[config.mk]
export PLATFORM = sky130hd
export DESIGN_NAME = conv_replay_ctrl
export DESIGN_NICKNAME = d
export VERILOG_FILES = /design/src/rtl/conv_pkg.sv /design/src/rtl/conv_addr_cnt.sv /design/src/rtl/conv_replay_ctrl.sv
export SDC_FILE = /design/constraint.sdc
export NUM_CORES = 1
export LEC_CHECK = 0
export ABC_AREA = 1
export BUFFER_PORTS_ARGS = -buffer_cell sky130_fd_sc_hd__buf_4
export CAP_MARGIN = 20
export CORE_MARGIN = 8
export CORE_UTILIZATION = 29
export DETAILED_ROUTE_END_ITERATION = 16
export PLACE_DENSITY = 0.51
export SLEW_MARGIN = 20
export SYNTH_ARGS = -nofsm -noshare
export SYNTH_HDL_FRONTEND = slang
export SYNTH_HIERARCHICAL = 1
export SYNTH_SLANG_ARGS = --single-unit
export TNS_END_PERCENT = 5
[constraint.sdc]
create_clock -name clk -period 4.23 [get_ports clk]
set_clock_uncertainty 0.15 [all_clocks]
set_input_delay 0.846 -clock clk [delete_from_list [all_inputs] [get_ports clk]]
set_output_delay 0.846 -clock clk [all_outputs]
set_load 0.01 [all_outputs]
[src/rtl/conv_pkg.sv]
// Shared definitions for the convolution buffer blocks: controller state
// encoding and a constant-foldable ceiling-log2 used to size counters.
package conv_pkg;

   typedef enum logic [2:0] {
      ST_IDLE = 3'd0,
      ST_LOAD = 3'd1,
      ST_GAP  = 3'd2,
      ST_READ = 3'd3,
      ST_FIN  = 3'd4
   } conv_state_e;

   function automatic int clog2(input int value);
      int result;
      int v;
      result = 0;
      v = value - 1;
      while (v > 0) begin
         result = result + 1;
         v = v >> 1;
      end
      return result;
   endfunction

endpackage

[src/rtl/conv_addr_cnt.sv]
// Enable/clear counter that wraps to zero after MAX and flags the terminal
// count combinationally, so the owner can act on the final step in the same cycle.
module conv_addr_cnt #(
   parameter int WIDTH = 8,
   parameter int MAX   = 255
) (
   input  logic             clk,
   input  logic             reset,
   input  logic             clr,
   input  logic             en,
   output logic [WIDTH-1:0] count,
   output logic             tc
);

   logic [WIDTH-1:0] count_r;

   // Counter register: clear dominates, then wrap-or-increment on enable.
   always_ff @(posedge clk) begin
      if (reset) begin
         count_r <= {WIDTH{1'b0}};
      end else if (clr) begin
         count_r <= {WIDTH{1'b0}};
      end else if (en) begin
         if (count_r == WIDTH'(MAX)) begin
            count_r <= {WIDTH{1'b0}};
         end else begin
            count_r <= count_r + WIDTH'(1);
         end
      end
   end

   assign count = count_r;
   assign tc    = (count_r == WIDTH'(MAX));

endmodule

[src/rtl/conv_replay_ctrl.sv]
// Loads one buffer of input planes into an external RAM, then replays the whole
// buffer once per output channel, with a dilation-sized settling gap before each pass.
module conv_replay_ctrl
   import conv_pkg::*;
#(
   parameter int  IMAGE_WIDTH     = 64,
   parameter int  CHANNEL_NUM_IN  = 64,
   parameter int  CHANNEL_NUM_OUT = 64,
   parameter int  RATE            = 1,
   localparam int TOTAL           = CHANNEL_NUM_IN * IMAGE_WIDTH * IMAGE_WIDTH,
   localparam int GAP             = IMAGE_WIDTH * RATE + RATE,
   localparam int ADDR_WIDTH      = clog2(TOTAL) + 1,
   localparam int PASS_WIDTH      = clog2(CHANNEL_NUM_OUT) + 1
) (
   input  logic                  clk,
   input  logic                  reset,
   input  logic                  valid_in,
   input  logic                  ready_in,
   output logic                  mem_en,
   output logic                  mem_we,
   output logic [ADDR_WIDTH-1:0] mem_addr,
   output logic                  valid_out,
   output logic [PASS_WIDTH-1:0] pass_idx,
   output logic                  pass_last,
   output logic                  busy,
   output logic                  done,
   output logic                  overflow
);

   localparam int GAP_WIDTH = clog2(GAP) + 1;

   conv_state_e           state_r;
   logic [GAP_WIDTH-1:0]  gap_r;
   logic                  valid_out_r;
   logic [PASS_WIDTH-1:0] pass_idx_r;
   logic                  pass_last_r;
   logic                  done_r;
   logic                  overflow_r;

   logic [ADDR_WIDTH-1:0] ptr_s;
   logic                  ptr_tc_s;
   logic                  ptr_en_s;
   logic                  ptr_clr_s;
   logic [PASS_WIDTH-1:0] pass_s;
   logic                  pass_tc_s;
   logic                  pass_en_s;
   logic                  pass_clr_s;
   logic                  wr_s;
   logic                  rd_s;

   conv_addr_cnt #(
      .WIDTH (ADDR_WIDTH),
      .MAX   (TOTAL - 1)
   ) u_ptr_cnt (
      .clk   (clk),
      .reset (reset),
      .clr   (ptr_clr_s),
      .en    (ptr_en_s),
      .count (ptr_s),
      .tc    (ptr_tc_s)
   );

   conv_addr_cnt #(
      .WIDTH (PASS_WIDTH),
      .MAX   (CHANNEL_NUM_OUT - 1)
   ) u_pass_cnt (
      .clk   (clk),
      .reset (reset),
      .clr   (pass_clr_s),
      .en    (pass_en_s),
      .count (pass_s),
      .tc    (pass_tc_s)
   );

   // RAM strobes and counter controls; the pointer wraps to 0 on its last
   // access, so each pass and the first pass after load start at address 0.
   always_comb begin
      wr_s = 1'b0;
      rd_s = 1'b0;
      case (state_r)
         ST_IDLE, ST_LOAD: wr_s = valid_in;
         ST_READ:          rd_s = ready_in;
         default: begin
            wr_s = 1'b0;
            rd_s = 1'b0;
         end
      endcase
      mem_en = wr_s | rd_s;
      mem_we = wr_s;
      if (wr_s || rd_s) begin
         mem_addr = ptr_s;
      end else begin
         mem_addr = {ADDR_WIDTH{1'b0}};
      end
      ptr_en_s   = wr_s | rd_s;
      ptr_clr_s  = (state_r == ST_FIN);
      pass_en_s  = rd_s & ptr_tc_s & ~pass_tc_s;
      pass_clr_s = (wr_s & ptr_tc_s) | (state_r == ST_FIN);
   end

   // Controller FSM with registered read-side outputs aligned to RAM latency.
   always_ff @(posedge clk) begin
      if (reset) begin
         state_r     <= ST_IDLE;
         gap_r       <= {GAP_WIDTH{1'b0}};
         valid_out_r <= 1'b0;
         pass_idx_r  <= {PASS_WIDTH{1'b0}};
         pass_last_r <= 1'b0;
         done_r      <= 1'b0;
         overflow_r  <= 1'b0;
      end else begin
         valid_out_r <= rd_s;
         pass_idx_r  <= pass_s;
         pass_last_r <= rd_s & pass_tc_s;
         done_r      <= (state_r == ST_FIN);
         if (valid_in && (state_r == ST_GAP || state_r == ST_READ || state_r == ST_FIN)) begin
            overflow_r <= 1'b1;
         end
         case (state_r)
            ST_IDLE: begin
               if (wr_s) begin
                  state_r <= ptr_tc_s ? ST_GAP : ST_LOAD;
                  gap_r   <= {GAP_WIDTH{1'b0}};
               end
            end
            ST_LOAD: begin
               if (wr_s && ptr_tc_s) begin
                  state_r <= ST_GAP;
                  gap_r   <= {GAP_WIDTH{1'b0}};
               end
            end
            ST_GAP: begin
               if (gap_r == GAP_WIDTH'(GAP - 1)) begin
                  state_r <= ST_READ;
                  gap_r   <= {GAP_WIDTH{1'b0}};
               end else begin
                  gap_r <= gap_r + GAP_WIDTH'(1);
               end
            end
            ST_READ: begin
               if (rd_s && ptr_tc_s) begin
                  state_r <= pass_tc_s ? ST_FIN : ST_GAP;
                  gap_r   <= {GAP_WIDTH{1'b0}};
               end
            end
            ST_FIN: state_r <= ST_IDLE;
            default: state_r <= ST_IDLE;
         endcase
      end
   end

   assign valid_out = valid_out_r;
   assign pass_idx  = pass_idx_r;
   assign pass_last = pass_last_r;
   assign done      = done_r;
   assign overflow  = overflow_r;
   assign busy      = (state_r != ST_IDLE);

endmodule

## Word level (Yosys, flattened, before mapping)

Index checks and enable logic that the tools add are counted.

- Add/subtract/negate cells: 3
- Equality and inequality tests: 11
- Multiplexer cells: 17
- Bitwise logic cells: 7
- Reductions and logical operators: 14

Operator list:

| operator | count |
|---|---|
| $mux 19 | 2 |
| $mux 8 | 4 |
| $pmux 8 s4 | 1 |
| $add 19x1->19 const B | 1 |
| $eq 19x18->1 const B | 1 |
| $mux 3 | 5 |
| $pmux 3 s4 | 1 |
| $add 8x1->8 const B | 1 |
| $eq 8x7->1 const B | 1 |
| $reduce_and 4->1 | 2 |
| $add 7x1->7 const B | 1 |
| $eq 7x6->1 const B | 1 |
| $mux 7 | 1 |
| $eq 3x2->1 const B | 2 |
| $reduce_or 2->1 | 3 |
| $and 1x1->1 | 4 |
| $ne 2x1->1 const B | 2 |
| $ne 2x2->1 const B | 2 |
| $reduce_bool 4->1 | 1 |
| $eq 3x1->1 const B | 1 |
| $eq 3x3->1 const B | 1 |
| $logic_and 1x1->1 | 3 |
| $logic_not 3->1 | 1 |
| $logic_or 1x1->1 | 3 |
| other kinds (5) | 7 |

- Bits in registers: 48
- Input port bits: 4
- Output and inout bits: 33
- Logic and storage cells: 61

## Logic depth before layout (Yosys ltp)

Gate-level depths: netlist of the first run.

- Depth in word-level cells: 6
- Mapped depth: 13
- Depth with buffers taken out: 13

## By module

The synthesis of the first run kept the hierarchy.

By module, submodules not included:

| module | times used | cells each | area each (sq um) | sequential area each (sq um) |
|---|---|---|---|---|
| conv_replay_ctrl | 1 | 185 | 1267.5 | 440.4 |
| conv_addr_cnt (u_ptr_cnt) | 1 | 169 | 1139.8 | 380.4 |
| conv_addr_cnt (u_pass_cnt) | 1 | 51 | 361.6 | 140.1 |

## Worst setup path after synthesis of the first run

Ideal clock, no wire load.

- Path kind: input to output
- Start: input valid_in
- End: output mem_addr[10]
- Arrival: 1.367 ns
- Required time: 3.234 ns
- Setup slack: 1.867 ns
- Cell stages on the path: 5
- Path buffers: 1
- Path through: nand2_1 > nand2_4 > inv_4 > buf_12 > nor2_4

- Cells in the longest elaborated chain, start to end: 3

Ends and longest elaborated chain:

| item | line | source |
|---|---|---|
| start, declared | conv_replay_ctrl.sv:17 | `input logic valid_in,` |
| $mux 1 | conv_replay_ctrl.sv:80 | `case (state_r)` |
| $logic_or 1x1->1 | conv_replay_ctrl.sv:90 | `if (wr_s \|\| rd_s) begin` |
| $mux 19 | conv_replay_ctrl.sv:90 |  |
| end, declared | conv_replay_ctrl.sv:21 | `output logic [ADDR_WIDTH-1:0] mem_addr,` |

Every way passes these cells.

## Worst setup path in the final report of the first run

- Start: input valid_in
- End: output mem_addr[0]

Same word-level chain as after synthesis.

==> impl_metrics.py, run 1 <==
metrics = {
    "floorplanning": {
        "die_w_um": 114,
        "rows": 35,
        "core_area_um2": 9240,
        "die_area_um2": 12900,
        "start_util": 0.300,
        "die_y_um": 114,
        "io_pins": 37,
    },
    "finish": {
        "finalCoreUtilization": 0.356,
        "drive_gt1_frac": 0.221,
        "nNetsFinal": 451,
        "diodes": 0,
        "fillers": 991,
        "syn_to_final_growth_pct": 18.9,
    },
    "grt": {
        "antenna_found_initial": 0,
        "grt_pass1_vias": 2334,
        "grt_max_degree": 24,
        "grt_overflow": 0,
        "grt.total_usage": 0.0988,
        "grt_pass1_wl_um": 10500,
    },
    "clocking": {
        "cts_tree": "built",
        "clk_latency_ns": 0.30,
        "cts_buffers": 5,
        "post_cts.repair.setup_buffers": 0,
        "root_buffer": "clkbuf_8",
        "htree_levels": 2,
        "clk_pin_slew_ns": 0.10,
        "cts_hold_buf": 0,
        "cts.repair.resized": 0,
        "clkSinkCount": 48,
        "cts_buffer_depth": 2,
    },
    "routing": {
        "remaining_drc_errors": 0,
        "vias": 2373,
        "avgViaCountPerCell": 4.14,
        "wl_met2_um": 2750,
        "wl_met1_um": 2900,
        "drtIter0Drc": 77,
        "wl_um": 6010,
        "wl_per_cell_um": 10.5,
        "routed.top_layer": "met4",
        "wl_met3_um": 301,
        "ant_nets": 0,
        "first_pass_iters": 4,
    },
    "setup_path": {
        "crit_start": "valid_in",
        "regToRegEndpoint": "u_pass_cnt/count[5]",
        "reg2reg_setup_slack_ns": 1.50,
        "crit_required_ns": 3.23,
        "rr_startpoint": "u_ptr_cnt/count[3]",
        "rr_worst_depth": 11,
        "start_kind": "input port",
        "crit_fanout": 19,
        "setup.worst_path.end_class": "output port",
        "crit_arrival_ns": 1.85,
        "critPathKind": "in -> out",
    },
    "synth": {
        "synthCells": 405,
        "ys_top_cells_by_area": "dfxtp_1 35%, nand2_1 11%, nor2_1 9.5%",
        "syn-num-nets": 413,
        "yosysUniqueCellTypes": 29,
        "seq_area_frac_synth": 0.347,
        "ys.warnings.count": 6,
        "yosysTopAreaCell": "dfxtp_1",
        "syn_area_per_cell_um2": 6.84,
        "netlist.area_leader.share": 0.347,
        "syn-cell-area_um2": 2770,
        "synth_seq_cells": 48,
    },
    "sta": {
        "hold_viol_final": 0,
        "worst_pin_slew_ns": 0.876,
        "fin_hold_ws_ns": 0.297,
        "fmax_mhz": 352,
        "final_max_slew_viol_count": 0,
        "tns_ns": 0,
        "slew_headroom": 0.412,
        "min_period_over_period": 0.672,
        "period_minus_slack_ns": 2.84,
        "setup_viol": 0,
        "fin_ws_ns": 1.39,
        "rsz0062_at_grt": "no",
    },
    "min_path": {
        "min-delay-path-class": "reg -> reg",
        "worstHoldEndpoint": "pass_idx[3]",
        "min_path_cells": 2,
        "worstHoldStart": "u_pass_cnt/count[3]",
    },
    "run": {
        "maxCapViolCount": 0,
    },
    "power_and_ir_drop": {
        "power_density_nw_per_um2": 332,
        "vdd_drop_max_v": 0.000184,
        "power_w": 0.00109,
        "p_leak_nw": 1.30,
    },
    "placed_design": {
        "portBuffers": 36,
        "routabilityCongestion": 0.804,
        "place_ws_ns": 1.36,
        "dp.final_hpwl_um": 4630,
    },
    "run_status": {
        "status": "completed",
    },
}
==> cell families after synthesis <==
| kind of cell | synth area share |
|---|---|
| xor+xnor | 0.0285 |
| compound gates | 0.0601 |
| flops | 0.347 |
| fa+ha+maj | 0.0181 |
| buf+inv | 0.115 |
| simple gates | 0.431 |
==> worst max-delay path: stages <==
cell and delay (ns):
buf_4 0.12, nand2_1 0.14, nand2_4 0.13, inv_4 0.33, nor2_1 0.11, buf_4 0.17
==> Yosys cell counts <==
cell type	number
buf_4	1
nand3_1	23
o21bai_1	3
nand3_2	1
o21ai_0	8
nand3b_1	2
nor3_1	7
xor2_1	4
nand2_2	7
buf_12	1
xnor2_1	5
a21oi_1	17
nand4_1	2
nand2_4	6
ha_1	4
inv_4	1
o21ai_2	1
and2_1	1
dfxtp_1	48
nor2_2	12
o21ai_1	2
nor2_1	70
inv_2	5
buf_6	1
clkbuf_1	2
nor2_4	20
inv_1	66
nand2_1	84
nor3_2	1
==> power by group <==
part / switching (W) / internal, W
Clock: 0.000165 / 0.000238
Sequential: 0.0000186 / 0.000466
Combinational: 0.000140 / 0.0000638
==> area by class of cell <==
class                      instances  area, µm²  area share
multi-input combinational        280       1490       0.452
sequential                        48        961       0.292
inverter                          72        273      0.0829
timing repair buffer              36        270      0.0821
tap                              129        161      0.0490
clock buffer                       5       68.8      0.0209
clock inverter                     3       68.8      0.0209
==> flip-flops by register name, summed over array words and instances (netlist names) <==
name and flops:
done 1, gap_r 8, overflow 1, pass_idx 7, pass_last 1, state_r 3, u_pass_cnt/count 7, u_ptr_cnt/count 19
valid_out 1
==> through the flow <==
stage,cells,area (µm²)
2_1_floorplan,405,2770
3_3_place_gp,565,3150
3_5_place_dp,565,3150
4_1_cts,573,3290
5_1_grt,573,3290
6_report,573,3290
==> placed cells by master, fill, tap and decap left out, types with 5 or more instances in the layout <==
| cell | Yosys | layout |
|---|---|---|
| a21oi_1 | 17 | 17 |
| dfxtp_1 | 48 | 48 |
| inv_2 | 5 | 5 |
| nor2_4 | 20 | 20 |
| nand2_1 | 84 | 84 |
| nand2_4 | 6 | 6 |
| o21ai_0 | 8 | 8 |
| inv_1 | 66 | 66 |
| nand3_1 | 23 | 23 |
| clkbuf_8 | 0 | 5 |
| xnor2_1 | 5 | 5 |
| nor3_1 | 7 | 7 |
| nor2_1 | 70 | 70 |
| nand2_2 | 7 | 7 |
| buf_4 | 1 | 36 |
| nor2_2 | 12 | 12 |
==> metal layers <==
layer,GRT usage,vias to the layer above
met3,0.0291,4
met4,0.0320,0
met5,0,-
li1,-,1299
met2,0.164,40
met1,0.119,1030
==> how the worst max path moves through the flow <==
stage | slack, ns | depth (start not counted) | endpoint
floorplan | 1.87 | 5 | mem_addr[10]
global placement | 1.36 | 6 | mem_addr[0]
detailed placement | 1.36 | 6 | mem_addr[0]
CTS | 1.35 | 6 | mem_addr[0]
global route | 1.14 | 11 | u_pass_cnt/count[5]
finish | 1.39 | 6 | mem_addr[0]
(Power assumes the default switching activity.)
==> run 2, diff against run 1 <==
Clock period 4.23 ns to 2.7 ns, I/O delays scaled along.
==> impl_metrics.py, run 2 (synthesis gave the netlist of run 1 again) <==
metrics = {
    "setup_path": {
        "critPathKind": "reg -> out",
        "crit_path_end": "mem_addr[0]",
        "rr_worst_depth": 12,
        "reg2reg_setup_slack_ns": 0.51,
        "cpPeakStageDelay_ns": 0.47,
        "crit_path_frequent_cell": "nand2_4",
        "crit_required_ns": 2.01,
        "crit_arrival_ns": 1.79,
        "crit_fanout": 19,
        "start_kind": "register",
        "crit_slowest_cell": "dfxtp_1",
        "setup.worst_path.end_class": "output port",
        "regToRegEndpoint": "u_pass_cnt/count[3]",
        "crit_start": "state_r[0]",
        "rr_startpoint": "u_ptr_cnt/count[3]",
        "crit_chain": "nand2_2 > nor2_4 > nand2_4 > nand2_4 > inv_4 > nor2_1 > buf_4",
    },
    "clocking": {
        "cts_tree": "built",
        "cts_hold_buf": 0,
        "post_cts.repair.setup_buffers": 0,
        "cts_buffers": 5,
        "clk_pin_slew_ns": 0.10,
        "clk_latency_ns": 0.31,
        "clkSinkCount": 48,
        "htree_levels": 2,
        "root_buffer": "clkbuf_8",
        "cts_buffer_depth": 2,
        "cts.repair.resized": 0,
    },
    "run_status": {
        "status": "completed",
    },
    "grt": {
        "grt_pass1_vias": 2315,
        "grt_overflow": 0,
        "grt_max_degree": 24,
        "grt_pass1_wl_um": 10500,
        "antenna_found_initial": 0,
        "grt.total_usage": 0.0986,
    },
    "power_and_ir_drop": {
        "power_w": 0.00154,
        "vdd_drop_max_v": 0.000313,
        "p_leak_nw": 1.28,
        "power_density_nw_per_um2": 473,
    },
    "sta": {
        "hold_viol_final": 0,
        "tns_ns": 0,
        "final_max_slew_viol_count": 0,
        "worst_pin_slew_ns": 0.382,
        "setup_viol": 0,
        "rsz0062_at_grt": "no",
        "period_minus_slack_ns": 2.48,
        "fin_ws_ns": 0.221,
        "slew_headroom": 0.745,
        "fmax_mhz": 403,
        "min_period_over_period": 0.918,
    },
    "placed_design": {
        "routabilityCongestion": 0.780,
        "placed_cells": 566,
        "place_ws_ns": 0.435,
        "dp.final_hpwl_um": 4710,
        "portBuffers": 36,
    },
    "floorplanning": {
        "rows": 35,
        "die_area_um2": 12900,
        "die_w_um": 114,
        "io_pins": 37,
        "die_y_um": 114,
        "core_area_um2": 9240,
        "start_util": 0.300,
    },
    "finish": {
        "largest_register_ffs": 19,
        "nNetsFinal": 452,
        "syn_to_final_growth_pct": 17.6,
        "instances_no_fill": 574,
        "mostFrequentLayoutCells": "84 x nand2_1, 70 x nor2_1, 66 x inv_1",
        "drive_gt1_frac": 0.222,
        "fillers": 1023,
        "diodes": 0,
        "final_common_cell": "nand2_1",
    },
    "routing": {
        "wl_per_cell_um": 10.7,
        "first_pass_iters": 4,
        "ant_nets": 0,
        "drtIter0Drc": 93,
        "wl_um": 6160,
        "vias": 2368,
        "avgViaCountPerCell": 4.13,
        "remaining_drc_errors": 0,
    },
    "min_path": {
        "min_path_cells": 2,
        "min-delay-path-class": "reg -> reg",
    },
    "run": {
        "maxCapViolCount": 0,
    },
}
==> run 2: layer usage <==
layer	up-vias	track usage	wire length [µm]
met5	-	0	0
met1	1027	0.116	3050
met2	35	0.166	2740
li1	1302	-	-
met4	0	0.0293	53
met3	4	0.0312	318
==> run 2: area by class of cell <==
cell class / instances / area (µm²) / area share
multi-input cells: 280 / 1490 / 0.457
clock inverters: 3 / 26.3 / 0.00807
repair buffers: 37 / 278 / 0.0853
clock buffers: 5 / 68.8 / 0.0211
well taps: 129 / 161 / 0.0496
inverters: 72 / 273 / 0.0837
flip-flops and latches: 48 / 961 / 0.295
==> run 2: per-stage QoR <==
| step | area (µm²) | util | hold WS, ns |
|---|---|---|---|
| after global routing | 3260 | 0.352 | 0.327 |
| final | 3260 | 0.352 | 0.302 |
| after detailed placement | 3160 | 0.342 | 0.284 |
| after CTS | 3260 | 0.352 | 0.300 |
| after floorplan | 2770 | - | 0.266 |
| after global placement | 3160 | 0.342 | 0.281 |
==> run 2: where the power goes <==
group          switching, W  leakage [nW]  internal [W]
combinational      0.000221         0.846     0.0000999
clock              0.000269        0.0491      0.000191
sequential        0.0000295         0.388      0.000731
==> run 2: how the worst min path moves through the flow <==
stage                              from  slack [ns]     endpoint
floorplan           u_pass_cnt/count[3]        0.27  pass_idx[3]
global placement    u_pass_cnt/count[3]        0.28  pass_idx[3]
detailed placement  u_pass_cnt/count[3]        0.28  pass_idx[3]
CTS                 u_pass_cnt/count[3]        0.30  pass_idx[3]
global route        u_pass_cnt/count[6]        0.33  pass_idx[6]
finish              u_pass_cnt/count[3]        0.30  pass_idx[3]
==> run 2: worst max-delay path: cells and delay by family, from the launching register on <==
family	cells	cell delay, ns
buffers and inverters	2	0.33
flip-flops	1	0.47
AND/OR/NAND/NOR	5	0.68
